===== config.mk =====
export PLATFORM = sky130hd
export DESIGN_NAME = checkdigit_sched
export DESIGN_NICKNAME = d
export VERILOG_FILES = /design/src/rtl/checkdigit_pkg.sv /design/src/rtl/checkdigit_rr_arb.sv /design/src/rtl/checkdigit_sched.sv
export SDC_FILE = /design/constraint.sdc
export NUM_CORES = 1
export LEC_CHECK = 0
export ABC_AREA = 1
export CAP_MARGIN = 20
export CORE_MARGIN = 10
export CORE_UTILIZATION = 60
export DETAILED_ROUTE_END_ITERATION = 10
export PLACE_DENSITY = 0.88
export SYNTH_ARGS = -nofsm -noshare
export SYNTH_HDL_FRONTEND = slang
export SYNTH_SLANG_ARGS = --single-unit

===== constraint.sdc =====
create_clock -name clk -period 4.47 [get_ports clk]
set_clock_uncertainty 0.2 [all_clocks]
set_input_delay 0.447 -clock clk [delete_from_list [all_inputs] [get_ports clk]]
set_output_delay 0.447 -clock clk [all_outputs]
set_load 0.01 [all_outputs]

===== src/rtl/checkdigit_pkg.sv =====
// Shared types and constants for the check-digit scheduler.
package checkdigit_pkg;

    localparam int FRAME_LEN = 15;
    localparam int DIGIT_W   = 4;

    // The engine reports a computed check digit of 0 as this code.
    localparam logic [DIGIT_W-1:0] ZERO_CODE = 4'd15;

    typedef enum logic [2:0] {
        IDLE,
        LOAD,
        FEED,
        WAIT,
        RESP
    } state_t;

endpackage


===== src/rtl/checkdigit_rr_arb.sv =====
// Combinational round-robin picker: first requester at or above rr_ptr+1, wrapping.
module checkdigit_rr_arb #(
    parameter int N_REQ = 4,
    parameter int IDX_W = $clog2(N_REQ)
) (
    input  logic [N_REQ-1:0] req,
    input  logic [IDX_W-1:0] rr_ptr,
    output logic [N_REQ-1:0] win_onehot,
    output logic [IDX_W-1:0] win_idx,
    output logic             win_any
);

    localparam logic [IDX_W:0] N_W = (IDX_W+1)'(N_REQ);

    logic [IDX_W-1:0] cand_idx [N_REQ];
    logic [N_REQ-1:0] cand_hit;

    // Candidate gi is the requester gi+1 places after the pointer, modulo N_REQ.
    generate
        for (genvar gi = 0; gi < N_REQ; gi++) begin : g_cand
            logic [IDX_W:0] sum;
            assign sum          = {1'b0, rr_ptr} + (IDX_W+1)'(gi + 1);
            assign cand_idx[gi] = (sum >= N_W) ? IDX_W'(sum - N_W) : sum[IDX_W-1:0];
            assign cand_hit[gi] = req[cand_idx[gi]];
        end
    endgenerate

    // Scan from the farthest candidate down so the nearest hit wins.
    always_comb begin
        win_idx = '0;
        for (int i = N_REQ - 1; i >= 0; i--) begin
            if (cand_hit[i]) begin
                win_idx = cand_idx[i];
            end
        end
        win_any    = |req;
        win_onehot = win_any ? ({{(N_REQ-1){1'b0}}, 1'b1} << win_idx) : '0;
    end

endmodule


===== src/rtl/checkdigit_sched.sv =====
// Shares one serial Luhn engine between N_REQ requesters: round-robin grant,
// frame buffering (gaps allowed), contiguous replay, tagged response.
module checkdigit_sched
    import checkdigit_pkg::*;
#(
    parameter int N_REQ     = 4,
    parameter int FRAME_LEN = checkdigit_pkg::FRAME_LEN,
    parameter int TIMEOUT   = 4
) (
    input  logic                     clk,
    input  logic                     rst,
    input  logic [N_REQ-1:0]         req,
    input  logic [4*N_REQ-1:0]       req_num,
    input  logic [N_REQ-1:0]         req_dvalid,
    output logic [N_REQ-1:0]         gnt,
    output logic [3:0]               eng_in_num,
    output logic                     eng_in_valid,
    input  logic                     eng_out_valid,
    input  logic [3:0]               eng_out,
    output logic                     rsp_valid,
    output logic [$clog2(N_REQ)-1:0] rsp_id,
    output logic [3:0]               rsp_digit,
    output logic                     rsp_err
);

    localparam int IDX_W = $clog2(N_REQ);
    localparam int PTR_W = $clog2(FRAME_LEN + 1);
    localparam int CNT_W = $clog2(TIMEOUT + 1);

    state_t               state_reg;
    logic [IDX_W-1:0]     owner_reg;
    logic [IDX_W-1:0]     rr_ptr_reg;
    logic [PTR_W-1:0]     wptr_reg;
    logic [PTR_W-1:0]     rptr_reg;
    logic [CNT_W-1:0]     wait_cnt_reg;
    logic [N_REQ-1:0]     gnt_reg;
    logic                 eng_in_valid_reg;
    logic [DIGIT_W-1:0]   eng_in_num_reg;
    logic                 rsp_valid_reg;
    logic [IDX_W-1:0]     rsp_id_reg;
    logic [DIGIT_W-1:0]   rsp_digit_reg;
    logic                 rsp_err_reg;

    logic [DIGIT_W-1:0]   buf_mem [FRAME_LEN];
    logic [DIGIT_W-1:0]   digit_slice [N_REQ];

    logic [N_REQ-1:0]     arb_onehot;
    logic [IDX_W-1:0]     arb_idx;
    logic                 arb_any;

    logic                 own_req;
    logic                 own_dv;
    logic [DIGIT_W-1:0]   own_digit;
    logic                 load_fire;

    generate
        for (genvar gi = 0; gi < N_REQ; gi++) begin : g_slice
            assign digit_slice[gi] = req_num[gi*4 +: 4];
        end
    endgenerate

    assign own_req   = req[owner_reg];
    assign own_dv    = req_dvalid[owner_reg];
    assign own_digit = digit_slice[owner_reg];
    assign load_fire = (state_reg == LOAD) && own_req && own_dv;

    checkdigit_rr_arb #(
        .N_REQ (N_REQ),
        .IDX_W (IDX_W)
    ) u_arb (
        .req        (req),
        .rr_ptr     (rr_ptr_reg),
        .win_onehot (arb_onehot),
        .win_idx    (arb_idx),
        .win_any    (arb_any)
    );

    // Frame buffer write port: owner's digits land in arrival order.
    always_ff @(posedge clk) begin
        if (load_fire) begin
            buf_mem[wptr_reg] <= own_digit;
        end
    end

    // Scheduler FSM with registered outputs.
    always_ff @(posedge clk) begin
        if (rst) begin
            state_reg        <= IDLE;
            owner_reg        <= '0;
            rr_ptr_reg       <= IDX_W'(N_REQ - 1);
            wptr_reg         <= '0;
            rptr_reg         <= '0;
            wait_cnt_reg     <= '0;
            gnt_reg          <= '0;
            eng_in_valid_reg <= 1'b0;
            eng_in_num_reg   <= '0;
            rsp_valid_reg    <= 1'b0;
            rsp_id_reg       <= '0;
            rsp_digit_reg    <= '0;
            rsp_err_reg      <= 1'b0;
        end else begin
            case (state_reg)
                IDLE: begin
                    if (arb_any) begin
                        owner_reg  <= arb_idx;
                        rr_ptr_reg <= arb_idx;
                        gnt_reg    <= arb_onehot;
                        wptr_reg   <= '0;
                        state_reg  <= LOAD;
                    end
                end
                LOAD: begin
                    if (!own_req) begin
                        // Owner withdrew mid-frame: discard it silently.
                        gnt_reg   <= '0;
                        wptr_reg  <= '0;
                        state_reg <= IDLE;
                    end else if (own_dv) begin
                        if (wptr_reg == PTR_W'(FRAME_LEN - 1)) begin
                            gnt_reg   <= '0;
                            wptr_reg  <= '0;
                            rptr_reg  <= '0;
                            state_reg <= FEED;
                        end else begin
                            wptr_reg <= wptr_reg + 1'b1;
                        end
                    end
                end
                FEED: begin
                    eng_in_valid_reg <= 1'b1;
                    eng_in_num_reg   <= buf_mem[rptr_reg];
                    if (rptr_reg == PTR_W'(FRAME_LEN - 1)) begin
                        rptr_reg     <= '0;
                        wait_cnt_reg <= '0;
                        state_reg    <= WAIT;
                    end else begin
                        rptr_reg <= rptr_reg + 1'b1;
                    end
                end
                WAIT: begin
                    eng_in_valid_reg <= 1'b0;
                    eng_in_num_reg   <= '0;
                    if (eng_out_valid) begin
                        rsp_valid_reg <= 1'b1;
                        rsp_id_reg    <= owner_reg;
                        rsp_digit_reg <= (eng_out == ZERO_CODE) ? '0 : eng_out;
                        rsp_err_reg   <= 1'b0;
                        state_reg     <= RESP;
                    end else if (wait_cnt_reg == CNT_W'(TIMEOUT - 1)) begin
                        rsp_valid_reg <= 1'b1;
                        rsp_id_reg    <= owner_reg;
                        rsp_digit_reg <= '0;
                        rsp_err_reg   <= 1'b1;
                        state_reg     <= RESP;
                    end else begin
                        wait_cnt_reg <= wait_cnt_reg + 1'b1;
                    end
                end
                RESP: begin
                    // Only the strobe drops; the response fields stay readable.
                    rsp_valid_reg <= 1'b0;
                    wptr_reg      <= '0;
                    rptr_reg      <= '0;
                    wait_cnt_reg  <= '0;
                    state_reg     <= IDLE;
                end
                default: state_reg <= IDLE;
            endcase
        end
    end

    assign gnt          = gnt_reg;
    assign eng_in_valid = eng_in_valid_reg;
    assign eng_in_num   = eng_in_num_reg;
    assign rsp_valid    = rsp_valid_reg;
    assign rsp_id       = rsp_id_reg;
    assign rsp_digit    = rsp_digit_reg;
    assign rsp_err      = rsp_err_reg;

endmodule

After elaboration in Yosys (flattened, before gate mapping)

Memory sizes are Yosys's and may differ from the RTL's. A register that Yosys moved wholly into a read port is not among the register bits.
Index checks and enable logic that the tools add are counted.

Bits in registers: 35
ROM bits: 0
RAM bits: 60
Word-level logic and storage cells: 137
Memories kept: 1
Latch bits: 0

Memories:

| memory  | words | bits a word | read ports | clocked after memory_dff | write ports | RTL line               | text |
|---|---|---|---|---|---|---|---|
| buf_mem | 15    | 4           | 1          | 1                        | 1           | checkdigit_sched.sv:44 | `logic [DIGIT_W-1:0] buf_mem [FRAME_LEN];` |

Bitwise operators: 1
Muxes and demuxes: 63
Equal/unequal tests: 18
Add/subtract/negate cells: 11
Div/mod/pow operators: 0
$mul: 0
Shift operators: 1
Reductions and logical operators: 19
Magnitude comparators: 10

Operators with widths:

| cell                  | count |
|---|---|
| $mux W4               | 17 |
| $mux W3               | 10 |
| $pmux W4 S3           | 2 |
| $mux W2               | 10 |
| $pmux W4 S2           | 2 |
| $ge A3 B3 Y1 const B  | 5 |
| $lt A2 B3 Y1 const B  | 5 |
| $bmux W1 S2           | 6 |
| $eq A4 B4 Y1 const B  | 3 |
| $ne A2 B2 Y1 const B  | 6 |
| $pmux W3 S4           | 1 |
| $reduce_and A4 Y1     | 3 |
| $mux W1               | 11 |
| $eq A3 B2 Y1 const B  | 3 |
| $pmux W3 S3           | 1 |
| $reduce_bool A3 Y1    | 3 |
| $add A4 B1 Y4 const B | 2 |
| $bmux W4 S2           | 1 |
| $reduce_bool A2 Y1    | 4 |
| $sub A2 B1 Y2 const B | 4 |
| $add A2 B2 Y3 const B | 2 |
| $ne A3 B3 Y1 const B  | 2 |
| $reduce_and A2 Y1     | 3 |
| $reduce_and A5 Y1     | 1 |
| other kinds (14)      | 16 |

Longest topological paths before layout

Depth after elaboration: 12
Depth in mapped cells: 13
Depth with buffers taken out: 13

Cells and area by module

A second synthesis with hierarchy kept.

Cell total of the unflattened synthesis: 552
Area, all modules: 4629.4 um2

Modules (own cells, without submodules):

| module            | cells each | times used | area each (um2) |
|---|---|---|---|
| checkdigit_sched  | 492        | 1          | 4357.9 |
| checkdigit_rr_arb | 60         | 1          | 271.5 |

Worst setup path after synthesis

Ideal clock, no wire load.

Path type: input-to-reg
Start: input req[2]
End: memory buf_mem[12][0] (enable)
Library setup time: 361 ps
Buffers on the path: 0
Arrival: 1379 ps
Stages on the path: 6
Required time: 3909 ps
Slack: 2529 ps
Cells stage by stage: o21ai_0 -> o21ai_2 -> nand2_1 -> nor2_4 -> inv_1 -> nor3_1

Cells in the longest elaborated chain, start to end: 6

RTL lines:

| element                          | RTL line               | text |
|---|---|---|
| start: declaration               | checkdigit_sched.sv:12 | `input logic [N_REQ-1:0] req,` |
| $bmux W1 S2                      | checkdigit_sched.sv:62 | `assign own_req = req[owner_reg];` |
| $mux W1 (implied by the code)    | checkdigit_sched.sv:62 |  |
| $logic_and A1 B1 Y1 (2 in a row) | checkdigit_sched.sv:65 | `assign load_fire = (state_reg == LOAD) && own_req && own_dv;` |
| $mux W1                          | checkdigit_sched.sv:80 | `if (load_fire) begin` |
| $mux W1 (implied by the code)    | checkdigit_sched.sv:81 | `buf_mem[wptr_reg] <= own_digit;` |
| end: declaration                 | checkdigit_sched.sv:44 |  |

Every way passes these cells. The select of a mux whose other input is x is not followed.

Final worst setup path

Start: register owner_reg[0]
End: memory buf_mem[13][2] (enable)

Cells in the longest elaborated chain, start to end: 6
Elaborated cells between the ends (all ways): 8
Classes of those cells: mux: 6; reduce/logical: 2

RTL lines:

| element                         | RTL line                | text |
|---|---|---|
| start: declaration              | checkdigit_sched.sv:31  | `logic [IDX_W-1:0] owner_reg;` |
| start signal: assignment        | checkdigit_sched.sv:105 | `owner_reg <= arb_idx;` |
| $bmux W1 S2                     | checkdigit_sched.sv:62  |  |
| $mux W1 (implied by the code)   | checkdigit_sched.sv:62  |  |
| $logic_and A1 B1 Y1             | checkdigit_sched.sv:65  |  |
| $logic_and A1 B1 Y1 *           | checkdigit_sched.sv:65  |  |
| $mux W1 *                       | checkdigit_sched.sv:80  |  |
| $mux W1 (implied by the code) * | checkdigit_sched.sv:81  |  |

Mark *: on every way between the ends. The rest lies on a longest branch, timed or not. The select of a mux whose other input is x is not followed.

==> results.sh <==
export IMPL_netlist_top_cells_area="edfxtp_1 40%, dfxtp_1 17%, nand2_1 9.4%"
export IMPL_synthCells=500
export IMPL_vias=3737
export IMPL_core_um2=7253
export IMPL_grt_pass1_vias=3721
export IMPL_clk_pin_slew_ns=0.09
export IMPL_period_share_pct=57.66
export IMPL_holdBufCountCts=0
export IMPL_finalHoldViolations=0
export IMPL_drv_slew=0
export IMPL_max_stage_delay_ns=0.61
export IMPL_synth_top_area_cell="edfxtp_1"
export IMPL_power_leakage_nw=2.013
export IMPL_post_cts_setup_buffers=0
export IMPL_synthesis_area_um2=4488
export IMPL_clkPwrFrac_pct=21.7
export IMPL_clock_latency_ns=0.36
export IMPL_grt_pass1_wl_um=17350
export IMPL_synth_top_area_share_pct=40.14
export IMPL_cts_path_max_buffers=2
export IMPL_ir_worst_vdd_mv=0.3191
export IMPL_area_delta_synth_final_pct=17.42
export IMPL_cts_num_sinks=99
export IMPL_yosys_warnings=0
export IMPL_drc=0
export IMPL_crit_type="register to register"
export IMPL_cts_tree="built"
export IMPL_worst_path_max_delay_cell="dfxtp_1"
export IMPL_yosys_most_used_dff="edfxtp_1"
export IMPL_intPower_mw=1.782
export IMPL_ys_seq_area_share_pct=57.54
export IMPL_required_ns=4.27
export IMPL_met3_length_um=866
export IMPL_switching_power_mw=1.050
export IMPL_worstMarginPinSlew_ns=1.009
export IMPL_drive_above_1_share_pct=8.303
export IMPL_drt_vias_per_instance=5.723
export IMPL_avgSynthCellArea_um2=8.976
export IMPL_final_setup_viol_count=0
export IMPL_setup_tns_ns=0
export IMPL_initial_core_util_pct=61.88
export IMPL_swShare_pct=37.08
export IMPL_syn_nets=535
export IMPL_dieWidth_um=106.5
export IMPL_groute_usage_overall_pct=18.99
export IMPL_maxUsedRoutingLayer="met4"
export IMPL_cp_num_buf_inv=2
export IMPL_hold_path_class="register to register"
export IMPL_antennaDiodeCount=0
export IMPL_netlist_cell_type_count=35
export IMPL_io_pins=48
export IMPL_drt_iter0_drc=395
export IMPL_antenna_left=0
export IMPL_combPwrFrac_pct=34.6
export IMPL_status="finished, final reports clean"
export IMPL_root_buffer="clkbuf_8"
export IMPL_cp_start_kind="register"
export IMPL_critPathArrivalTime_ns=2.38
export IMPL_fp_row_count=31
export IMPL_largest_register="buf_mem"
export IMPL_gr_total_overflow=0
export IMPL_path_cells="inv_2 -> nand2_1 -> nand3_1 -> o21ai_2 -> nand2_1 -> nor2_4 -> inv_1 -> nor3_1"
export IMPL_final_util_pct=72.66
export IMPL_critPathTopFamily="simple AND/OR/NAND/NOR gates"
export IMPL_dr_pass1_iters=6
export IMPL_rsz0062_at_grt="no"
export IMPL_cap_violations=0
export IMPL_numCtsBuffers=9
export IMPL_gp_congestion=0.8135
export IMPL_max_freq_mhz=388.0
export IMPL_async_flop_share_pct=0
export IMPL_cts_resized_gates=0
export IMPL_crit_top_cell="nand2_1"
export IMPL_largest_reg_flops=60
export IMPL_grt_max_degree=33
export IMPL_maxSlewHeadroom_pct=32.64
export IMPL_routedWlPerCell_um=16.32
export IMPL_seqPwrFrac_pct=43.7
export IMPL_met2_length_um=5339
export IMPL_min_period_ns=2.577
export IMPL_pwr_density_cell_nw_per_um2=537.4
export IMPL_port_buffers=47
export IMPL_wl_met1_um=4177
export IMPL_synth_edf_count=60
export IMPL_dieArea_um2=11340
export IMPL_antenna_found_initial=0
export IMPL_synth_seq_cells=99
export IMPL_crit_path_end_kind="register"
export IMPL_critical_path_peak_fanout=14
export IMPL_fin_nets=584
export IMPL_dpl_hpwl_um=7727
export IMPL_wl_um=10660
export IMPL_cts_htree_levels=3
export IMPL_dieHeight_um=106.5
## synth_stat cells, drive strengths merged (3+ instances only)
master / n
nor2: 58
dfxtp: 39
clkbuf: 12
o21ai: 35
o22ai: 11
nand4: 7
a21oi: 39
nor3: 8
o211ai: 7
edfxtp: 60
nand2: 115
nand3: 40
inv: 53
ha: 4
or2: 3
## routing by layer
layer,track usage (%),vias to the layer above
li1,-,1785
met1,22.32,1757
met2,31.71,166
met3,4.891,29
met4,9.188,0
met5,0,-
## power by group through the flow
stage,registers (mW),clock network (mW),logic [mW]
after CTS,1.23,0.613,0.974
after global placement,1.25,0,0.908
after floorplan,1.22,0,0.665
final,1.24,0.614,0.981
after detailed placement,1.25,0,0.962
after global routing,1.25,0.659,1.09
## cell usage in the layout (no fill, tap or decap), types with 2 or more instances in the layout
cell type        synthesis  routed
nor2_2                   4       4
nor3_4                   2       2
buf_4                    1       5
bufinv_16                0       2
or2_2                    2       2
clkinv_1                 1       2
o21ai_2                  2       2
o21ai_0                 30      30
nor3_1                   5       5
nor2_4                   2       2
o211ai_1                 7       7
inv_1                   46      46
nor2_1                  52      52
nand4_1                  7       7
edfxtp_1                60      60
ha_1                     4       4
a21oi_1                 39      39
clkbuf_8                 0       9
nand3_1                 38      38
nand2_2                  2       2
dfxtp_1                 39      39
nand2_1                112     112
clkdlybuf4s50_1          0      47
inv_2                    7       7
o22ai_1                 11      11
o21ai_1                  3       3
and3_1                   2       2
## path summary, 6_finish.rpt
check | to | slack [ns] | cells after the start | start
worst min-delay path | eng_in_num[2] | 0.26 | 2 | eng_in_num[2]
worst max-delay path | buf_mem[13][2] | 1.89 | 8 | owner_reg[0]
worst max register to register | buf_mem[13][2] | 1.89 | 8 | owner_reg[0]
worst min register to register | eng_in_num[2] | 0.26 | 2 | eng_in_num[2]
## worst reg2reg max path: stages, from the launching register on
cell	delay, ns
dfxtp_1	0.61
inv_2	0.21
nand2_1	0.10
nand3_1	0.08
o21ai_2	0.13
nand2_1	0.18
nor2_4	0.19
inv_1	0.08
nor3_1	0.44
## area by class of cell
class                   count  area, um2
clock buffers               9      123.9
clock inverters             7      90.09
repair buffers             52      508.0
fillers                   511       1983
inverters                  54      202.7
flip-flops and latches     99       2582
well taps                  99      123.9
multi-input cells         333       1639
## metrics by stage
step	power [mW]	setup WS [ns]	instances	hold slack, ns	instance area [um2]
finish	2.832	1.893	653	0.2650	5270
global route	3.002	1.665	653	0.2932	5270
CTS	2.821	1.929	653	0.2669	5270
detailed placement	2.215	1.649	637	0.2528	5056
global placement	2.158	1.839	635	0.2505	5041
floorplan	1.890	2.530	500	0.2428	4488
## cells by family (layout without fill, tap and decap cells)
kind of cell | after synthesis | in the layout | share of synthesized area (%)
xor+xnor | 1 | 1 | 0.1952
flops | 99 | 99 | 57.54
buf+inv | 68 | 122 | 5.938
simple gates | 236 | 236 | 24.09
compound gates | 92 | 92 | 11.12
fa+ha+maj | 4 | 4 | 1.115
Power figures use the tool's default switching activity.
